File: config.mk
export PLATFORM = sky130hd
export DESIGN_NAME = div_ctrl_flat
export DESIGN_NICKNAME = d
export VERILOG_FILES = /design/src/rtl/div_ctrl_pkg.sv /design/src/rtl/div_ctrl_if.sv /design/src/rtl/div_ctrl_half_period_ctr.sv /design/src/rtl/div_ctrl.sv /design/src/flat_wrapper.sv
export SDC_FILE = /design/constraint.sdc
export NUM_CORES = 1
export LEC_CHECK = 0
export ABC_CLOCK_PERIOD_IN_PS = 3800
export BUFFER_PORTS_ARGS = -buffer_cell sky130_fd_sc_hd__buf_2
export CORE_MARGIN = 8
export CORE_UTILIZATION = 59
export DETAILED_ROUTE_END_ITERATION = 10
export GPL_ROUTABILITY_DRIVEN = 0
export PLACE_DENSITY = 0.86
export SLEW_MARGIN = 0
export SYNTH_ARGS = -nofsm -noshare
export SYNTH_HDL_FRONTEND = slang
export SYNTH_SLANG_ARGS = --single-unit
File: constraint.sdc
create_clock -name clk_in -period 3.8 [get_ports clk_in]
set_input_delay 0 -clock clk_in [delete_from_list [all_inputs] [get_ports clk_in]]
set_output_delay 0 -clock clk_in [all_outputs]
set_load 0.05 [all_outputs]
File: src/rtl/div_ctrl_pkg.sv
// Shared types, default widths and factor helper for the div_ctrl clock-enable generator.
package div_ctrl_pkg;

    typedef enum logic [1:0] {
        IDLE,
        RUN,
        STOPPING
    } state_t;

    localparam int CTR_W_DEF = 24;
    localparam int CNT_W_DEF = 16;

    // Width the factor helper works in; divide factors up to 32 bits are supported.
    localparam int HALF_FN_W = 32;

    // Half-period for a divide factor: div>>1, never below 1 (div<2 behaves as div=2).
    function automatic logic [HALF_FN_W-1:0] clamp_half(input logic [HALF_FN_W-1:0] div);
        logic [HALF_FN_W-1:0] h;
        h = div >> 1;
        return (h == '0) ? HALF_FN_W'(1) : h;
    endfunction

endpackage

File: src/rtl/div_ctrl_if.sv
// Control/config/output bundle of div_ctrl.
// With DIV_CTRL_TICK_COUNT_EN defined the bundle also carries tick_count.
interface div_ctrl_if
    import div_ctrl_pkg::*;
#(
    parameter int CTR_W = CTR_W_DEF,
    parameter int CNT_W = CNT_W_DEF
);
    logic             cfg_valid;
    logic             cfg_ready;
    logic [CTR_W-1:0] cfg_div;
    logic             start;
    logic             stop;
    logic [CNT_W-1:0] burst_len;
    logic             clk_out;
    logic             tick;
    logic             busy;
    logic             done;
`ifdef DIV_CTRL_TICK_COUNT_EN
    logic [CNT_W-1:0] tick_count;

    modport master (
        output cfg_valid, cfg_div, start, stop, burst_len,
        input  cfg_ready, clk_out, tick, busy, done, tick_count
    );
    modport slave (
        input  cfg_valid, cfg_div, start, stop, burst_len,
        output cfg_ready, clk_out, tick, busy, done, tick_count
    );
`else
    modport master (
        output cfg_valid, cfg_div, start, stop, burst_len,
        input  cfg_ready, clk_out, tick, busy, done
    );
    modport slave (
        input  cfg_valid, cfg_div, start, stop, burst_len,
        output cfg_ready, clk_out, tick, busy, done
    );
`endif
endinterface

File: src/rtl/div_ctrl_half_period_ctr.sv
// Half-period counter: counts 1..half while enabled and flags the cycle where hc==half.
module half_period_ctr #(
    parameter int CTR_W = 24
) (
    input  logic             clk_in,
    input  logic             rst_n,
    input  logic             en,
    input  logic             clr,
    input  logic [CTR_W-1:0] half,
    output logic             wrap
);
    logic [CTR_W-1:0] hc;

    // NOTE: wrap is combinational so the parent can register clk_out on the same edge hc restarts.
    assign wrap = en && (hc == half);

    // Count up while enabled, restart at 1 on wrap, hold at 1 while cleared.
    always_ff @(posedge clk_in or negedge rst_n) begin
        if (!rst_n) begin
            hc <= CTR_W'(1);
        end else if (clr) begin
            hc <= CTR_W'(1);
        end else if (en) begin
            hc <= wrap ? CTR_W'(1) : hc + CTR_W'(1);
        end
    end

endmodule

File: src/rtl/div_ctrl.sv
// div_ctrl: runtime-programmable divided clock / tick generator with start, stop and burst control.
// Optional feature macro: DIV_CTRL_TICK_COUNT_EN (adds a saturating tick_count output).
module div_ctrl
    import div_ctrl_pkg::*;
#(
    parameter int CTR_W       = CTR_W_DEF,
    parameter int CNT_W       = CNT_W_DEF,
    parameter int DEFAULT_DIV = 2
) (
    input logic       clk_in,
    input logic       rst_n,
    div_ctrl_if.slave bus
);
    localparam logic [CTR_W-1:0] DEFAULT_HALF = CTR_W'(clamp_half(HALF_FN_W'(DEFAULT_DIV)));

    state_t           state;
    logic [CTR_W-1:0] active_half;
    logic [CTR_W-1:0] shadow;
    logic [CTR_W-1:0] shadow_half;
    logic             shadow_full;
    logic [CNT_W-1:0] burst_cnt;
    logic             burst_mode;
    logic             clk_out_q;
    logic             tick_q;
    logic             done_q;
    logic             wrap;

    assign shadow_half = CTR_W'(clamp_half(HALF_FN_W'(shadow)));

    half_period_ctr #(.CTR_W(CTR_W)) u_hpc (
        .clk_in (clk_in),
        .rst_n  (rst_n),
        .en     (state != IDLE),
        .clr    (state == IDLE),
        .half   (active_half),
        .wrap   (wrap)
    );

    // Sequencer: state, divided output, strobes, burst count and factor shadow/apply.
    always_ff @(posedge clk_in or negedge rst_n) begin
        if (!rst_n) begin
            state       <= IDLE;
            active_half <= DEFAULT_HALF;
            shadow      <= '0;
            shadow_full <= 1'b0;
            burst_cnt   <= '0;
            burst_mode  <= 1'b0;
            clk_out_q   <= 1'b0;
            tick_q      <= 1'b0;
            done_q      <= 1'b0;
        end else begin
            // NOTE: strobes default low each cycle; non-blocking keeps later branch writes authoritative.
            tick_q <= 1'b0;
            done_q <= 1'b0;

            if (bus.cfg_valid && !shadow_full) begin
                shadow      <= bus.cfg_div;
                shadow_full <= 1'b1;
            end

            case (state)
                IDLE: begin
                    clk_out_q <= 1'b0;
                    if (shadow_full) begin
                        active_half <= shadow_half;
                        shadow_full <= 1'b0;
                    end
                    if (bus.start && !bus.stop) begin
                        state      <= RUN;
                        clk_out_q  <= 1'b1;
                        tick_q     <= 1'b1;
                        burst_mode <= (bus.burst_len != '0);
                        // The rise issued here already consumes one burst period.
                        burst_cnt  <= bus.burst_len - CNT_W'(1);
                    end
                end

                RUN: begin
                    if (wrap && !clk_out_q) begin
                        // End of a low half: a stop pending here ends without a new rise.
                        if (bus.stop) begin
                            state  <= IDLE;
                            done_q <= 1'b1;
                        end else begin
                            clk_out_q <= 1'b1;
                            tick_q    <= 1'b1;
                            if (burst_mode) begin
                                burst_cnt <= burst_cnt - CNT_W'(1);
                            end
                        end
                    end else if (wrap) begin
                        // Falling toggle: the only point a new factor may take effect mid-run.
                        clk_out_q <= 1'b0;
                        if (shadow_full) begin
                            active_half <= shadow_half;
                            shadow_full <= 1'b0;
                        end
                        if (bus.stop || (burst_mode && burst_cnt == '0)) begin
                            state  <= IDLE;
                            done_q <= 1'b1;
                        end
                    end else if (bus.stop) begin
                        state <= STOPPING;
                    end
                end

                STOPPING: begin
                    if (wrap) begin
                        if (clk_out_q && shadow_full) begin
                            active_half <= shadow_half;
                            shadow_full <= 1'b0;
                        end
                        clk_out_q <= 1'b0;
                        state     <= IDLE;
                        done_q    <= 1'b1;
                    end
                end

                default: state <= IDLE;
            endcase
        end
    end

    assign bus.cfg_ready = !shadow_full;
    assign bus.clk_out   = clk_out_q;
    assign bus.tick      = tick_q;
    assign bus.done      = done_q;
    assign bus.busy      = (state != IDLE);

`ifdef DIV_CTRL_TICK_COUNT_EN
    logic [CNT_W-1:0] tick_count_q;

    // Tick counter: cleared on start, counts visible ticks, saturates, holds while idle.
    always_ff @(posedge clk_in or negedge rst_n) begin
        if (!rst_n) begin
            tick_count_q <= '0;
        end else if (state == IDLE && bus.start && !bus.stop) begin
            tick_count_q <= '0;
        end else if (tick_q && tick_count_q != '1) begin
            tick_count_q <= tick_count_q + CNT_W'(1);
        end
    end

    assign bus.tick_count = tick_count_q;
`endif

endmodule

File: src/flat_wrapper.sv
// flat-port wrapper written by rule: the top's interface ports become plain ports
module div_ctrl_flat import div_ctrl_pkg::*;
#(
    parameter int CTR_W       = CTR_W_DEF,
    parameter int CNT_W       = CNT_W_DEF,
    parameter int DEFAULT_DIV = 2
)
  (clk_in, rst_n, bus_cfg_valid, bus_cfg_div, bus_start, bus_stop, bus_burst_len, bus_cfg_ready, bus_clk_out, bus_tick, bus_busy, bus_done);
  div_ctrl_if #(.CTR_W(CTR_W), .CNT_W(CNT_W)) bus_i ();
  input logic clk_in;
  input logic rst_n;
  input wire logic [$bits(bus_i.cfg_valid)-1:0] bus_cfg_valid;
  input wire logic [$bits(bus_i.cfg_div)-1:0] bus_cfg_div;
  input wire logic [$bits(bus_i.start)-1:0] bus_start;
  input wire logic [$bits(bus_i.stop)-1:0] bus_stop;
  input wire logic [$bits(bus_i.burst_len)-1:0] bus_burst_len;
  output wire logic [$bits(bus_i.cfg_ready)-1:0] bus_cfg_ready;
  output wire logic [$bits(bus_i.clk_out)-1:0] bus_clk_out;
  output wire logic [$bits(bus_i.tick)-1:0] bus_tick;
  output wire logic [$bits(bus_i.busy)-1:0] bus_busy;
  output wire logic [$bits(bus_i.done)-1:0] bus_done;
  assign bus_i.cfg_valid = bus_cfg_valid;
  assign bus_i.cfg_div = bus_cfg_div;
  assign bus_i.start = bus_start;
  assign bus_i.stop = bus_stop;
  assign bus_i.burst_len = bus_burst_len;
  assign bus_cfg_ready = bus_i.cfg_ready;
  assign bus_clk_out = bus_i.clk_out;
  assign bus_tick = bus_i.tick;
  assign bus_busy = bus_i.busy;
  assign bus_done = bus_i.done;
  div_ctrl #(.CTR_W(CTR_W), .CNT_W(CNT_W), .DEFAULT_DIV(DEFAULT_DIV)) u_core (.clk_in(clk_in), .rst_n(rst_n), .bus(bus_i));
endmodule
======== Word-level counts from Yosys, hierarchy flattened ========
Index checks and enable logic that the tools add are counted.
cells by class
  mux-type cells .......................... 44
  reduce and logical (&&, ||, !) cells .... 23
  $add $sub $neg .......................... 3
  equal/unequal tests ..................... 15
operator list
  operator                                                               number
  24-bit 2-to-1 mux                                                      8
  24-bit case mux with 3 select lines                                    1
  16-bit 2-to-1 mux                                                      4
  32-bit logical NOT                                                     1
  16-bit case mux with 2 select lines                                    1
  16-bit by 1-bit subtractor with 16-bit output (second input constant)  2
  24-bit by 1-bit adder with 24-bit output (second input constant)       1
  24-bit equality test                                                   1
  23-bit 2-to-1 mux                                                      1
  1-bit 2-to-1 mux                                                       17
  16-bit logical NOT                                                     1
  16-bit nonzero test                                                    1
  5-bit AND reduction                                                    3
  2-bit 2-to-1 mux                                                       7
  3-bit != test (second input constant)                                  3
  2-bit by 1-bit != test with 1-bit output (second input constant)       4
  2-bit != test (second input constant)                                  4
  1-bit logical AND                                                      6
  1-bit case mux with 3 select lines                                     2
  2-bit case mux with 3 select lines                                     1
  2-bit nonzero test                                                     3
  4-bit by 2-bit != test with 1-bit output (second input constant)       1
  1-bit case mux with 2 select lines                                     2
  2-bit AND reduction                                                    2
  6 further kinds                                                        8
word-level totals
  input port bits ......................... 45
  logic and storage cells ................. 95
  output and inout port bits .............. 5
  register bits after elaboration ......... 95

======== Logic depth before layout (Yosys ltp) ========
Gate-level depths: netlist of the first run.
  word-level depth ........................ 7
  gate-level depth with buffers ........... 15
  mapped depth without buffers ............ 14

======== Modules after synthesis ========
A second synthesis of the first run with hierarchy kept.
second synthesis, totals
  cells, all modules ...................... 507
  area, all modules ....................... 5360.1 sq um
modules (own cells, without submodules)
  module           sequential area each (sq um)  times used  cells each  area each (sq um)
  div_ctrl         1727.9                        1           333         3687.3
  half_period_ctr  601.8                         1           174         1672.9

======== Worst setup path after synthesis of the first run ========
Ideal clock, no wire load.
  path kind ............................... reg2reg
  from .................................... register u_core.state[1]
  to ...................................... register u_core.burst_cnt[12]
  period minus slack after synthesis ...... 3.196 ns
  arrival time ............................ 3.119 ns
  path buffers ............................ 4
  stages on the path, launching flop included .. 14
  data required time ...................... 3.722 ns
  library setup time ...................... 0.078 ns
  slack ................................... 0.604 ns
  cells stage by stage .................... dfrtp_1 > inv_1 > ha_1 > buf_2 > buf_2 > buf_1 > clkbuf_1 > mux2i_1 > ha_1 > o211ai_1 > nor4_1 > xor2_1 > o22ai_1 > a21oi_1
on the way
  cells in the longest elaborated chain, start to end .. 5
  elaborated cells on any way between the ends .. 12
  classes of those cells .................. 5 x eq/ne; 1 x mux; 6 x reduce/logical
RTL lines
  element                                                    RTL line                        text
  start: declaration                                         div_ctrl.sv:16                  state_t state;
  start signal: assignment                                   div_ctrl.sv:42                  state <= IDLE;
  start signal: assignment                                   div_ctrl.sv:69                  state <= RUN;
  start signal: assignment                                   div_ctrl.sv:82                  state <= IDLE;
  2-bit nonzero test                                         div_ctrl.sv:33                  .en (state != IDLE),
  1-bit logical AND                                          div_ctrl_half_period_ctr.sv:15  assign wrap = en && (hc == half);
  1-bit logical AND                                          div_ctrl.sv:79                  if (wrap && !clk_out_q) begin
  2-bit by 1-bit != test with 1-bit output (no source line)  n/a
  5-bit AND reduction (no source line)                       n/a
  end signal: assignment                                     div_ctrl.sv:74                  burst_cnt <= bus.burst_len - CNT_W'(1);
  end signal: assignment                                     div_ctrl.sv:88                  burst_cnt <= burst_cnt - CNT_W'(1);
  end: declaration                                           div_ctrl.sv:21                  logic [CNT_W-1:0] burst_cnt;
Several ways; a longest one is shown, not always the timed one.
A chain may end at the register's enable or synchronous reset.

======== Worst setup path in the final report of the first run ========
  from .................................... register u_core.state[0]
  to ...................................... register u_core.burst_cnt[13]
The elaborated chain is that of the path after synthesis.

==> key figures, run 1 <==
Synth
  – Avg Cell Area, Syn: 10.6 um^2
  – Post-synth top cells: dfrtp_1 (91), nor2_1 (42), xor2_1 (33), mux2_2 (30)
  – Post-synth top area cell: dfrtp_1
  – Mapped Area: roughly 5000 um^2
  – Synth top area share: between 40% and 50%
  – Post-synth ARST share: 100%
  – Post-Syn Instances: 469
  – Syn Nets: 523
  – Yosys cell types: 45
  – Number of synthesized register bits: a little over 90
  – Count leader, synth: dfrtp_1
  – Synth top area cells: dfrtp_1 (46%), mux2_2 (6.8%), xor2_1 (5.8%)
  – Primary FF master, synth: dfrtp_1
  – Register area share after synthesis: between 40% and 50%
  – Ys Warns: 0
  – Number of synthesized flops with an enable pin: 0

Detailed routing
  – WL/cell: around 18 um
  – # DRC: 0
  – DRT antenna net count: 0
  – First-pass iteration count of the detailed router: 4
  – Via count: slightly below 4000
  – Initial drt markers: about 220
  – Vias per inst: slightly above 6
  – Routed Wire Length: roughly 12000 um

Worst setup path
  – Cell family contributing the most delay on the critical path: simple AND/OR/NAND/NOR gates
  – WP data arrival: roughly 3.5 ns
  – Crit path buf inv count: 3
  – Reg2reg start: u_core.state[0]
  – Critical path required time: 4.08 ns
  – Worst setup startpoint: u_core.state[0]
  – WP depth: 14
  – Startpoint types: flop
  – CP max FO: 30
  – Critical path's largest stage delay: about 0.44 ns
  – CP Capture Type: flop
  – Crit path cell chain: inv_1 > ha_1 > nor2_1 > nand4_1 > nor4_2 > nand3_2 > inv_1 > ha_1 > nand2_1 > a211oi_2 > buf_4 > nand3_1 > mux2_2 > o221ai_1
  – Kind of critical path: reg -> reg
  – CP max stage cell: dfrtp_1
  – FF-to-FF path depth: 14

Clocking
  – Clock root buffer: clkbuf_8
  – Worst-case clock buffer depth: 2
  – Clk sink count: 93
  – TritonCTS clock tree: yes
  – Worst-path clk slew: approximately 0.090 ns
  – Htree depth: 3
  – Total CTS buffers: 9
  – Setup bufs post-CTS: 0
  – Skew-Pair Late Insertion Delay: around 0.37 ns

Power
  – Seq pwr share: 40.7%
  – Leak: between 2 and 3 nW
  – NetSw: between 1.5 and 2 mW
  – Comb power frac: between 40% and 50%
  – Clock power frac: around 18%
  – PwrDens: around 740 nW/um^2
  – Internal power: around 2.7 mW
  – Switching Fraction: between 30 and 40%
  – Worst vdd ir: approximately 0.00055 V
  – Total power draw: between 4 and 5 mW

Job
  – Max-Cap Viols: 0

Layout
  – Multi-input gate area: about 2500 um^2
  – Post-route design area: approximately 6000 um^2
  – Nets@finish: slightly below 600
  – Sequential cell area: between 2000 and 2500 um^2
  – Layout Area Growth over Synthesis: 17.0%
  – Layout fillers: roughly 520
  – Layout Cells excl Fill: approximately 650
  – Layout cell share with drive strength beyond 1: roughly a quarter

Floorplan
  – Initial core utilization: about three fifths
  – Die width: 108 um
  – Chip height: 108 um
  – Die area: about 12000 um^2
  – I/O Pins: 50
  – Rows: 33
  – Core area: between 8000 and 9000 um^2

Global routing
  – Number of global-route vias before repair: just over 4000
  – Pin count of the biggest net entering global routing: 57
  – First-pass GRT wire length: between 15000 and 20000 um
  – Initial antenna violation count: 0
  – GRT Util Overall: about a fifth
  – Overflow after GRT: 0

STA
  – Measured slew at the worst slew-check pin: between 1 and 1.5 ns
  – F_max: about 0.31 GHz
  – Final hold viol count: 0
  – RSZ-0062 raised after global routing: no
  – Hold slack: approximately 0.013 ns
  – Post-Route Setup TNS: 0 ns
  – Finish-stage setup viols: 0
  – Min Tclk post-route: 3.22 ns
  – Period utilization: between 80 and 90%
  – Slew Viols, Final: 0
  – Slew headroom: 20.5%
  – Clock Skews: roughly 0.015 ns

Place
  – Post-place instance area: about 5300 um^2
  – # port buffers: 48
  – HPWL after DPL: between 7000 and 8000 um
  – Cells after DPL: just over 600

Outcome
  – Status: complete, no violations

Hold path
  – Min-Delay Path Depth: 3
  – Min-delay worst type: in -> reg
  – Hold Path Origin: bus_burst_len[15]
path summary, 6_finish.rpt:
check	end	slack, ns
setup / recovery	u_core.burst_cnt[13]	0.58
hold / removal	u_core.burst_mode	0.01
setup reg to reg	u_core.burst_cnt[13]	0.58
hold reg to reg	u_core.u_hpc.hc[0]	0.52
max in group asynchronous	u_core.u_hpc.hc[0]	2.61
min in group asynchronous	u_core.active_half[11]	0.22
cell usage in the layout (no fill, tap or decap), drive strengths merged, types with 2 or more instances in the layout:
master / instances
nor2: 42
dfstp: 2
nor4: 17
o221a: 2
buf: 53
nand3: 27
xnor2: 26
and2: 2
mux2i: 7
clkinv: 2
xor2: 33
a31oi: 4
clkbuf: 10
o21ai: 18
o211ai: 2
dfrtp: 91
o22ai: 14
bufinv: 2
nor2b: 3
nand4: 10
mux2: 49
nand2: 16
dlygate4sd3: 29
o21a: 2
a211oi: 3
ha: 9
nor3: 13
a21oi: 20
inv: 15
nor3b: 4
and3: 8
area by class of cell:
type                            count  share of cell area (%)
Antenna cell                        1                  0.0429
Sequential cell                    93                    39.9
Timing Repair Buffer               82                    9.77
Tap cell                          105                    2.25
Multi-Input combinational cell    342                    43.2
Clock buffer                       10                    2.36
Clock inverter                      6                    1.61
Inverter                           14                   0.900
timing repair:
item,CTS,global route
hold buffers,29,0
endpoints found under the hold margin,81,0
resized for setup,0,0
routing by layer:
layer | GRT usage, % | vias to the layer above | part of all wire, %
met5 | 0 | - | 0
met4 | 10.4 | 0 | 3.0
met3 | 3.33 | 33 | 4.0
met2 | 35.6 | 130 | 52
met1 | 24.9 | 1976 | 41
li1 | - | 1827 | -
state kept, by name, indices dropped and copies added (netlist names):
name	count
u_core.burst_mode	1
u_core.bus.tick	1
u_core.burst_cnt	16
u_core.state	2
u_core.shadow_full	1
u_core.bus.clk_out	1
u_core.bus.done	1
u_core.shadow	23
u_core.u_hpc.hc	24
u_core.active_half	23
cells by family (layout without fill, tap and decap cells):
logic type,count (synthesis),in the layout,share of synthesized area [%]
AOI/OAI and AO/OA,71,71,8.92
xor gates and xnor gates,59,59,10.4
adders and majority gates,9,9,2.26
buffers and inverters,34,112,2.96
DFF,93,93,46.7
muxes,56,56,13.9
other,0,1,0
and+or+nand+nor,147,147,14.9
power groups by stage:
stage	Sequential, mW	Clock [mW]	Combinational, mW
final	1.76	0.756	1.81
after global routing	1.80	0.799	1.96
after CTS	1.74	0.757	1.79
after detailed placement	1.76	0	1.75
after global placement	1.74	0	1.67
after floorplan	1.66	0	1.45
tightest hold or removal path, stage by stage:
cell	delay, ns
buf_2	0.11
nor4_1	0.06
a31oi_1	0.16
per-stage QoR:
stage	util [%]	setup slack (ns)
5_1_grt	71.0	0.304
4_1_cts	71.0	0.611
2_1_floorplan	-	0.604
3_3_place_gp	64.7	0.708
6_report	71.1	0.580
3_5_place_dp	64.7	0.654
No activity file was read; power rests on OpenSTA's default activity.
==> run 2, diff against run 1 <==
--- a/config.mk
+++ b/config.mk
@@ -5,7 +5,7 @@
 export SDC_FILE = /design/constraint.sdc
 export NUM_CORES = 1
 export LEC_CHECK = 0
-export ABC_CLOCK_PERIOD_IN_PS = 3800
+export ABC_CLOCK_PERIOD_IN_PS = 3040
 export BUFFER_PORTS_ARGS = -buffer_cell sky130_fd_sc_hd__buf_2
 export CORE_MARGIN = 8
 export CORE_UTILIZATION = 59
==> constraint.sdc (replaced) <==
create_clock -name clk_in -period 3.04 [get_ports clk_in]
set_input_delay 0 -clock clk_in [delete_from_list [all_inputs] [get_ports clk_in]]
set_output_delay 0 -clock clk_in [all_outputs]
set_load 0.05 [all_outputs]
==> run 2 against run 1 <==
  * Sequential share of layout area decreased by 0.91 points
  * Combinational power grew 35%
  * Clock power up 3.0%
  * Power is 25% higher
  * Worst setup slack worse by 0.38 ns
  * Clock-buffer cell count shrank 1
  * Critical endpoint is now u_core.burst_cnt[7]
  * Highest routed layer unchanged
==> key figures, run 2 (synthesized netlist as in run 1, its figures left out) <==
Worst setup path
  – Startpoint types: flop
  – FF-to-FF path depth: 12 (-2)
  – Critical path required time: 3.32 ns (-0.76 ns)
  – CP max FO: 15 (-50%)
  – Cell family contributing the most delay on the critical path: simple AND/OR/NAND/NOR gates
  – Crit path cell chain: xnor2_1 > nand4_1 > nor4_2 > nand3_2 > inv_1 > ha_2 > nand2_1 > a211oi_4 > buf_4 > clkbuf_16 > o22ai_1 > a21oi_1
  – Critical path's largest stage delay: 0.60 ns (+0.16 ns)
  – Flop2flop setup slack: 0.20 ns (-0.38 ns)
  – CP Capture Type: flop
  – Critical R2R Capture: u_core.burst_cnt[7]
  – Kind of critical path: reg -> reg
  – WP data arrival: 3.13 ns (-0.37 ns)
  – Reg2reg start: u_core.u_hpc.hc[0]
  – Crit path buf inv count: 3 (unchanged)
  – CP max stage cell: dfstp_2

STA
  – Period utilization: 93.5% (+8.8 points)
  – Setup slack after layout: 0.198 ns (-0.382 ns)
  – Measured slew at the worst slew-check pin: 0.788 ns (-0.399 ns)
  – Clock Skews: 0.00716 ns (-0.00747 ns)
  – Slew headroom: 47.2% (+27 points)
  – Finish-stage setup viols: 0 (unchanged)
  – F_max: 0.352 GHz (+13%)
  – RSZ-0062 raised after global routing: no
  – Final hold viol count: 0 (unchanged)
  – Post-Route Setup TNS: 0 ns (unchanged)
  – Min Tclk post-route: 2.84 ns (-0.378 ns)
  – Slew Viols, Final: 0 (unchanged)

Clocking
  – Clock root buffer: clkbuf_8
  – Clk sink count: 93 (unchanged)
  – Total CTS buffers: 9 (unchanged)
  – Worst-path clk slew: 0.10 ns (about the same)
  – Htree depth: 3 (unchanged)
  – TritonCTS clock tree: yes
  – Worst-case clock buffer depth: 2 (unchanged)
  – Skew-Pair Late Insertion Delay: 0.37 ns (about the same)

Power
  – PwrDens: 907 nW/um^2 (+22%)
  – Worst vdd ir: 0.000555 V (+1.5%)
  – Leak: 2.55 nW (+1.9%)

Layout
  – Most frequent cells in the layout: dfrtp_1 (90), buf_2 (47), nor2_1 (42)
  – Layout cell share with drive strength beyond 1: 25.7% (+2.1 points)
  – Final Core Density: 72.8% (+1.7 points)
  – Leading cell type in the layout, fill and taps excluded: dfrtp_1
  – Post-route design area: 5980 um^2 (+2.4%)
  – Ant. Diodes: 0 (-1)
  – Layout Area Growth over Synthesis: 19.8%
  – Largest regs: u_core.u_hpc.hc (24), u_core.active_half (23), u_core.shadow (23)
  – Nets@finish: 609 (+2.2%)
  – Max reg flops: 24 (unchanged)
  – Register name with the most flops: u_core.u_hpc.hc

Detailed routing
  – Metal3 WL: 781 um (+67%)
  – Initial drt markers: 266 (+21%)
  – Vias per inst: 6.02 (-0.89%)
  – Routed wl met2: 5960 um (-1.0%)
  – Via count: 4003 (+0.93%)
  – Routed Wire Length: 12100 um (+3.6%)
  – M1 wire length: 5170 um (+7.2%)
  – DRT antenna net count: 0 (unchanged)
  – WL/cell: 18.2 um (+1.8%)
  – First-pass iteration count of the detailed router: 5 (+1)
  – # DRC: 0 (unchanged)
  – Top routing layer in use: met4

Outcome
  – Status: complete, no violations

Hold path
  – Min-delay worst type: in -> reg
  – WHS Endpoint: u_core.burst_cnt[14]
  – Hold Path Origin: bus_burst_len[14]
  – Min-Delay Path Depth: 4 (+1)

Floorplan
  – Core area: 8220 um^2 (unchanged)
  – Chip height: 108 um (unchanged)
  – Rows: 33 (unchanged)
  – Die area: 11700 um^2 (unchanged)
  – I/O Pins: 50 (unchanged)
  – Initial core utilization: 60.7% (unchanged)
  – Die width: 108 um (unchanged)

Global routing
  – Initial antenna violation count: 0 (unchanged)
  – Number of global-route vias before repair: 4007 (-0.91%)
  – Pin count of the biggest net entering global routing: 38 (-33%)
  – Overflow after GRT: 0 (unchanged)
  – First-pass GRT wire length: 19500 um (+0.75%)
  – GRT Util Overall: 21.0% (+0.14 points)

Place
  – Post-place instance area: 5400 um^2 (+1.5%)
  – HPWL after DPL: 8220 um (+3.8%)
  – # port buffers: 48 (unchanged)
  – Pre-CTS setup slack: 0.0895 ns (-0.564 ns)

Job
  – Max-Cap Viols: 0 (unchanged)
==> run 2: worst max-delay path by stage <==
| stage | start | end | cells past startpoint |
|---|---|---|---|
| after floorplan | u_core.state[1] | u_core.burst_cnt[10] | 13 |
| after global placement | u_core.state[0] | u_core.burst_cnt[13] | 14 |
| after detailed placement | u_core.state[0] | u_core.burst_cnt[2] | 14 |
| after CTS | u_core.state[0] | u_core.burst_cnt[2] | 14 |
| after global routing | u_core.state[0] | u_core.burst_cnt[7] | 14 |
| final | u_core.u_hpc.hc[0] | u_core.burst_cnt[7] | 12 |
==> run 2: area by class of cell <==
class | count | area [um^2]
fillers | 551 | 2240
clock buffers | 9 | 124
multi-input cells | 342 | 2560
inverters | 14 | 52.6
flip-flops and latches | 93 | 2330
well taps | 105 | 131
repair buffers | 95 | 723
clock inverters | 7 | 57.6
==> run 2: repair_timing <==
action                     in CTS  in global routing
hold buffers                   34                  0
resized for setup               0                  5
buffers inserted                0                  2
setup endpoints to repair       0                 17
hold endpoints to repair       67                  0
==> run 2: tightest hold or removal path, stage by stage <==
cell     delay, ns
buf_2         0.11
xor2_1        0.07
o22ai_1       0.13
a21oi_1       0.06
==> run 2: routing by layer <==
| layer | track usage [%] | vias to the layer above |
|---|---|---|
| met5 | 0 | - |
| met4 | 5.55 | 0 |
| met3 | 5.18 | 24 |
| met2 | 34.5 | 174 |
| met1 | 27.0 | 1956 |
| li1 | - | 1849 |
==> run 2: power by group <==
group / leakage [nW] / internal [mW] / total, mW / switching (mW)
Sequential: 1.15 / 1.73 / 2.21 / 0.480
Clock: 0.0829 / 0.307 / 0.779 / 0.472
Combinational: 1.32 / 1.24 / 2.44 / 1.19
Total: 2.55 / 3.28 / 5.42 / 2.15
==> run 2: per-stage QoR <==
stage	hold WS, ns	cells	power [mW]
after CTS	0.00273	662	5.33
after global routing	0.00213	665	5.73
after global placement	-0.0233	612	4.35
after floorplan	-0.296	469	3.90
after detailed placement	-0.0119	612	4.50
final	0.0288	665	5.42
==> run 3, diff against run 2 <==
--- a/config.mk
+++ b/config.mk
@@ -5,10 +5,11 @@
 export SDC_FILE = /design/constraint.sdc
 export NUM_CORES = 1
 export LEC_CHECK = 0
+export ABC_AREA = 1
 export ABC_CLOCK_PERIOD_IN_PS = 3040
 export BUFFER_PORTS_ARGS = -buffer_cell sky130_fd_sc_hd__buf_2
 export CORE_MARGIN = 8
-export CORE_UTILIZATION = 59
+export CORE_UTILIZATION = 60
 export DETAILED_ROUTE_END_ITERATION = 10
 export GPL_ROUTABILITY_DRIVEN = 0
 export PLACE_DENSITY = 0.86
==> run 3 against run 2 <==
  * Power up 4.8%
  * Worst hold slack better by 0.057 ns
  * Flip-flop and latch count unchanged
  * Clock skew about the same
  * Synthesized cell count up 57%
  * Combinational power up 14%
  * Synthesized area up 9.2%
  * Die area up 6.2%
  * Fmax up 2.5%
==> key figures, run 3 <==
Layout
  – Most frequent cells in the layout: nand2_1 (191), nor2_1 (106), inv_1 (102)
  – Final Core Density: 71.8% (-0.94 points)
  – Max reg flops: 24 (unchanged)
  – Ant. Diodes: 0 (unchanged)
  – Register name with the most flops: u_core.u_hpc.hc
  – Largest regs: u_core.u_hpc.hc (24), u_core.active_half (23), u_core.shadow (23)
  – Layout Area Growth over Synthesis: 15.5%
  – Nets@finish: 869 (+43%)
  – Leading cell type in the layout, fill and taps excluded: nand2_1
  – Layout cell share with drive strength beyond 1: 15.2% (-10 points)

Floorplan
  – I/O Pins: 50 (unchanged)
  – Rows: 34 (+3.0%)
  – Die width: 111 um (+3.1%)
  – Die area: 12400 um^2 (+6.2%)
  – Initial core utilization: 62.2% (+1.4 points)
  – Core area: 8760 um^2 (+6.7%)
  – Chip height: 111 um (+3.1%)

Synth
  – Yosys cell types: 36 (-20%)
  – Number of synthesized register bits: 93 (unchanged)
  – Avg Cell Area, Syn: 7.42 um^2 (-30%)
  – Primary FF master, synth: dfrtp_1
  – Post-synth ARST share: 100% (unchanged)
  – Post-Syn Instances: 734 (+57%)
  – Syn Nets: 788 (+51%)
  – Synth top area cells: dfrtp_1 (42%), nand2_1 (13%), nor2_1 (7.3%)
  – Post-synth top area cell: dfrtp_1
  – Number of synthesized flops with an enable pin: 0 (unchanged)
  – Synth top area share: 41.8% (-3.8 points)
  – Post-synth top cells: nand2_1 (191), nor2_1 (106), inv_1 (102), dfrtp_1 (91), a21oi_1 (35)
  – Count leader, synth: nand2_1
  – Register area share after synthesis: 42.8% (-3.9 points)
  – Ys Warns: 0 (unchanged)
  – Mapped Area: 5450 um^2 (+9.2%)

Global routing
  – First-pass GRT wire length: 23200 um (+19%)
  – Overflow after GRT: 0 (unchanged)
  – Number of global-route vias before repair: 5115 (+28%)
  – Initial antenna violation count: 0 (unchanged)
  – Pin count of the biggest net entering global routing: 47 (+24%)
  – GRT Util Overall: 22.1% (+1.1 points)

Hold path
  – Min-delay worst type: in -> reg
  – Hold Path Origin: bus_burst_len[15]
  – WHS Endpoint: u_core.burst_cnt[15]
  – Min-Delay Path Depth: 5 (+1)

Clocking
  – Setup bufs post-CTS: 0 (unchanged)
  – Skew-Pair Late Insertion Delay: 0.37 ns (about the same)
  – Total CTS buffers: 9 (unchanged)
  – Clk sink count: 93 (unchanged)
  – Worst-path clk slew: 0.10 ns (about the same)
  – Worst-case clock buffer depth: 2 (unchanged)
  – TritonCTS clock tree: yes
  – Htree depth: 3 (unchanged)
  – Clock root buffer: clkbuf_8

Worst setup path
  – WP data arrival: 3.02 ns (-0.11 ns)
  – Critical path required time: 3.29 ns (-0.03 ns)
  – Critical R2R Capture: u_core.burst_cnt[8]
  – CP max FO: 18 (+3)
  – Flop2flop setup slack: 0.27 ns (+0.07 ns)
  – Startpoint types: flop
  – Reg2reg start: u_core.state[0]
  – Kind of critical path: reg -> reg
  – FF-to-FF path depth: 15 (+3)
  – CP Capture Type: flop

Detailed routing
  – WL/cell: 14.5 um (-20%)
  – First-pass iteration count of the detailed router: 5 (unchanged)
  – Vias per inst: 5.52 (-8.2%)
  – DRT antenna net count: 0 (unchanged)
  – Routed Wire Length: 13400 um (+11%)
  – # DRC: 0 (unchanged)
  – Via count: 5127 (+28%)
  – Initial drt markers: 352 (+32%)

STA
  – Period utilization: 91.2% (-2.3 points)
  – Post-Route Setup TNS: 0 ns (unchanged)
  – RSZ-0062 raised after global routing: no
  – Finish-stage setup viols: 0 (unchanged)
  – Final hold viol count: 0 (unchanged)
  – Min Tclk post-route: 2.77 ns (-0.0700 ns)
  – Slew headroom: 64.4% (+17 points)
  – Clock Skews: 0.00706 ns (-0.000104 ns)
  – Measured slew at the worst slew-check pin: 0.530 ns (-0.258 ns)
  – F_max: 0.361 GHz (+2.5%)
  – Hold slack: 0.0857 ns (+0.0569 ns)
  – Slew Viols, Final: 0 (unchanged)

Power
  – Leak: 3.11 nW (+22%)
  – PwrDens: 903 nW/um^2 (-0.40%)
  – NetSw: 2.68 mW (+25%)
  – Switching Fraction: 47.2% (+7.6 points)
  – Worst vdd ir: 0.000440 V (-21%)
  – Seq pwr share: 36.3% (-4.4 points)
  – Comb power frac: 48.9% (+4.0 points)
  – Clock power frac: 14.8% (+0.4 points)
  – Internal power: 3.00 mW (-8.4%)

Place
  – # port buffers: 48 (unchanged)
  – HPWL after DPL: 9810 um (+19%)

Job
  – Max-Cap Viols: 0 (unchanged)

Outcome
  – Status: complete, no violations
run 3: cell count changes after synthesis, sizes merged, moves of 7 or more:
| cell | previous run | this run |
|---|---|---|
| mux2i | 7 | 0 |
| nor4 | 17 | 10 |
| nor2 | 42 | 110 |
| nand4 | 10 | 17 |
| nand2 | 16 | 195 |
| xor2 | 33 | 21 |
| a21oi | 20 | 35 |
| o22ai | 14 | 1 |
| and3 | 8 | 0 |
| o21ai | 18 | 60 |
| inv | 14 | 112 |
| xnor2 | 26 | 5 |
| mux2 | 49 | 0 |
run 3: power groups by stage:
stage / registers, mW / logic [mW] / clock network, mW
floorplan: 2.01 / 2.16 / 0
detailed placement: 2.07 / 2.71 / 0
global placement: 2.04 / 2.56 / 0
CTS: 2.04 / 2.75 / 0.843
global route: 2.11 / 3.12 / 0.892
finish: 2.06 / 2.78 / 0.840
run 3: cells by family after synthesis:
kind of cell | synth area share [%]
buffers and inverters | 9.94
flip-flops | 42.8
AO/OA/AOI/OAI | 11.5
adder cells (fa/ha/maj) | 2.07
AND/OR/NAND/NOR | 29.6
XOR/XNOR | 4.18
run 3: worst max path at each step:
stage / start / to / slack (ns) / depth (start not counted)
floorplan: u_core.state[0] / u_core.burst_cnt[5] / 0.49 / 16
global placement: u_core.state[0] / u_core.active_half[4] / 0.44 / 15
detailed placement: u_core.state[1] / u_core.active_half[15] / 0.31 / 15
CTS: u_core.state[0] / u_core.burst_cnt[8] / 0.30 / 15
global route: u_core.state[0] / u_core.burst_cnt[4] / 0.10 / 15
finish: u_core.state[0] / u_core.burst_cnt[8] / 0.27 / 15
run 3: cell type report:
cell class	instances	area [um^2]
Inverter	112	420
Sequential cell	93	2330
Fill cell	655	2470
Multi-Input combinational cell	511	2580
Timing Repair Buffer	88	633
Clock buffer	9	124
Tap cell	108	135
Clock inverter	7	75.1
run 3: per-layer routing:
metal	part of all wire [%]	track usage [%]	wire length [um]	vias up
met5	0	0	0	-
li1	-	-	-	2471
met2	47	35.9	6330	210
met1	43	27.8	5720	2401
met3	6.8	3.41	908	45
met4	3.5	11.3	476	0
run 3: timing repair:
item / 4_1_cts / 5_1_grt
hold buffers: 31 / 0
setup endpoints to repair: 0 / 0
resized for setup: 0 / 0
hold endpoints to repair: 64 / 0
run 3: per-stage QoR:
| stage | total power [mW] | setup WS [ns] | area [um^2] | cells |
|---|---|---|---|---|
| 2_1_floorplan | 4.17 | 0.488 | 5450 | 734 |
| 3_3_place_gp | 4.60 | 0.436 | 5790 | 881 |
| 3_5_place_dp | 4.78 | 0.310 | 5790 | 881 |
| 4_1_cts | 5.64 | 0.295 | 6290 | 928 |
| 5_1_grt | 6.12 | 0.101 | 6290 | 928 |
| 6_report | 5.68 | 0.268 | 6290 | 928 |
run 3: worst max-delay path, stage by stage, from the launching register on:
cell     delay, ns
dfrtp_1       0.42
inv_1         0.09
ha_1          0.29
nor2_1        0.13
nand2_1       0.06
nor2_1        0.09
nand2_1       0.08
nor2_2        0.18
nand3_4       0.16
inv_1         0.17
ha_1          0.24
a21oi_1       0.10
nor3_2        0.23
inv_2         0.18
a21oi_1       0.16
a22oi_1       0.09
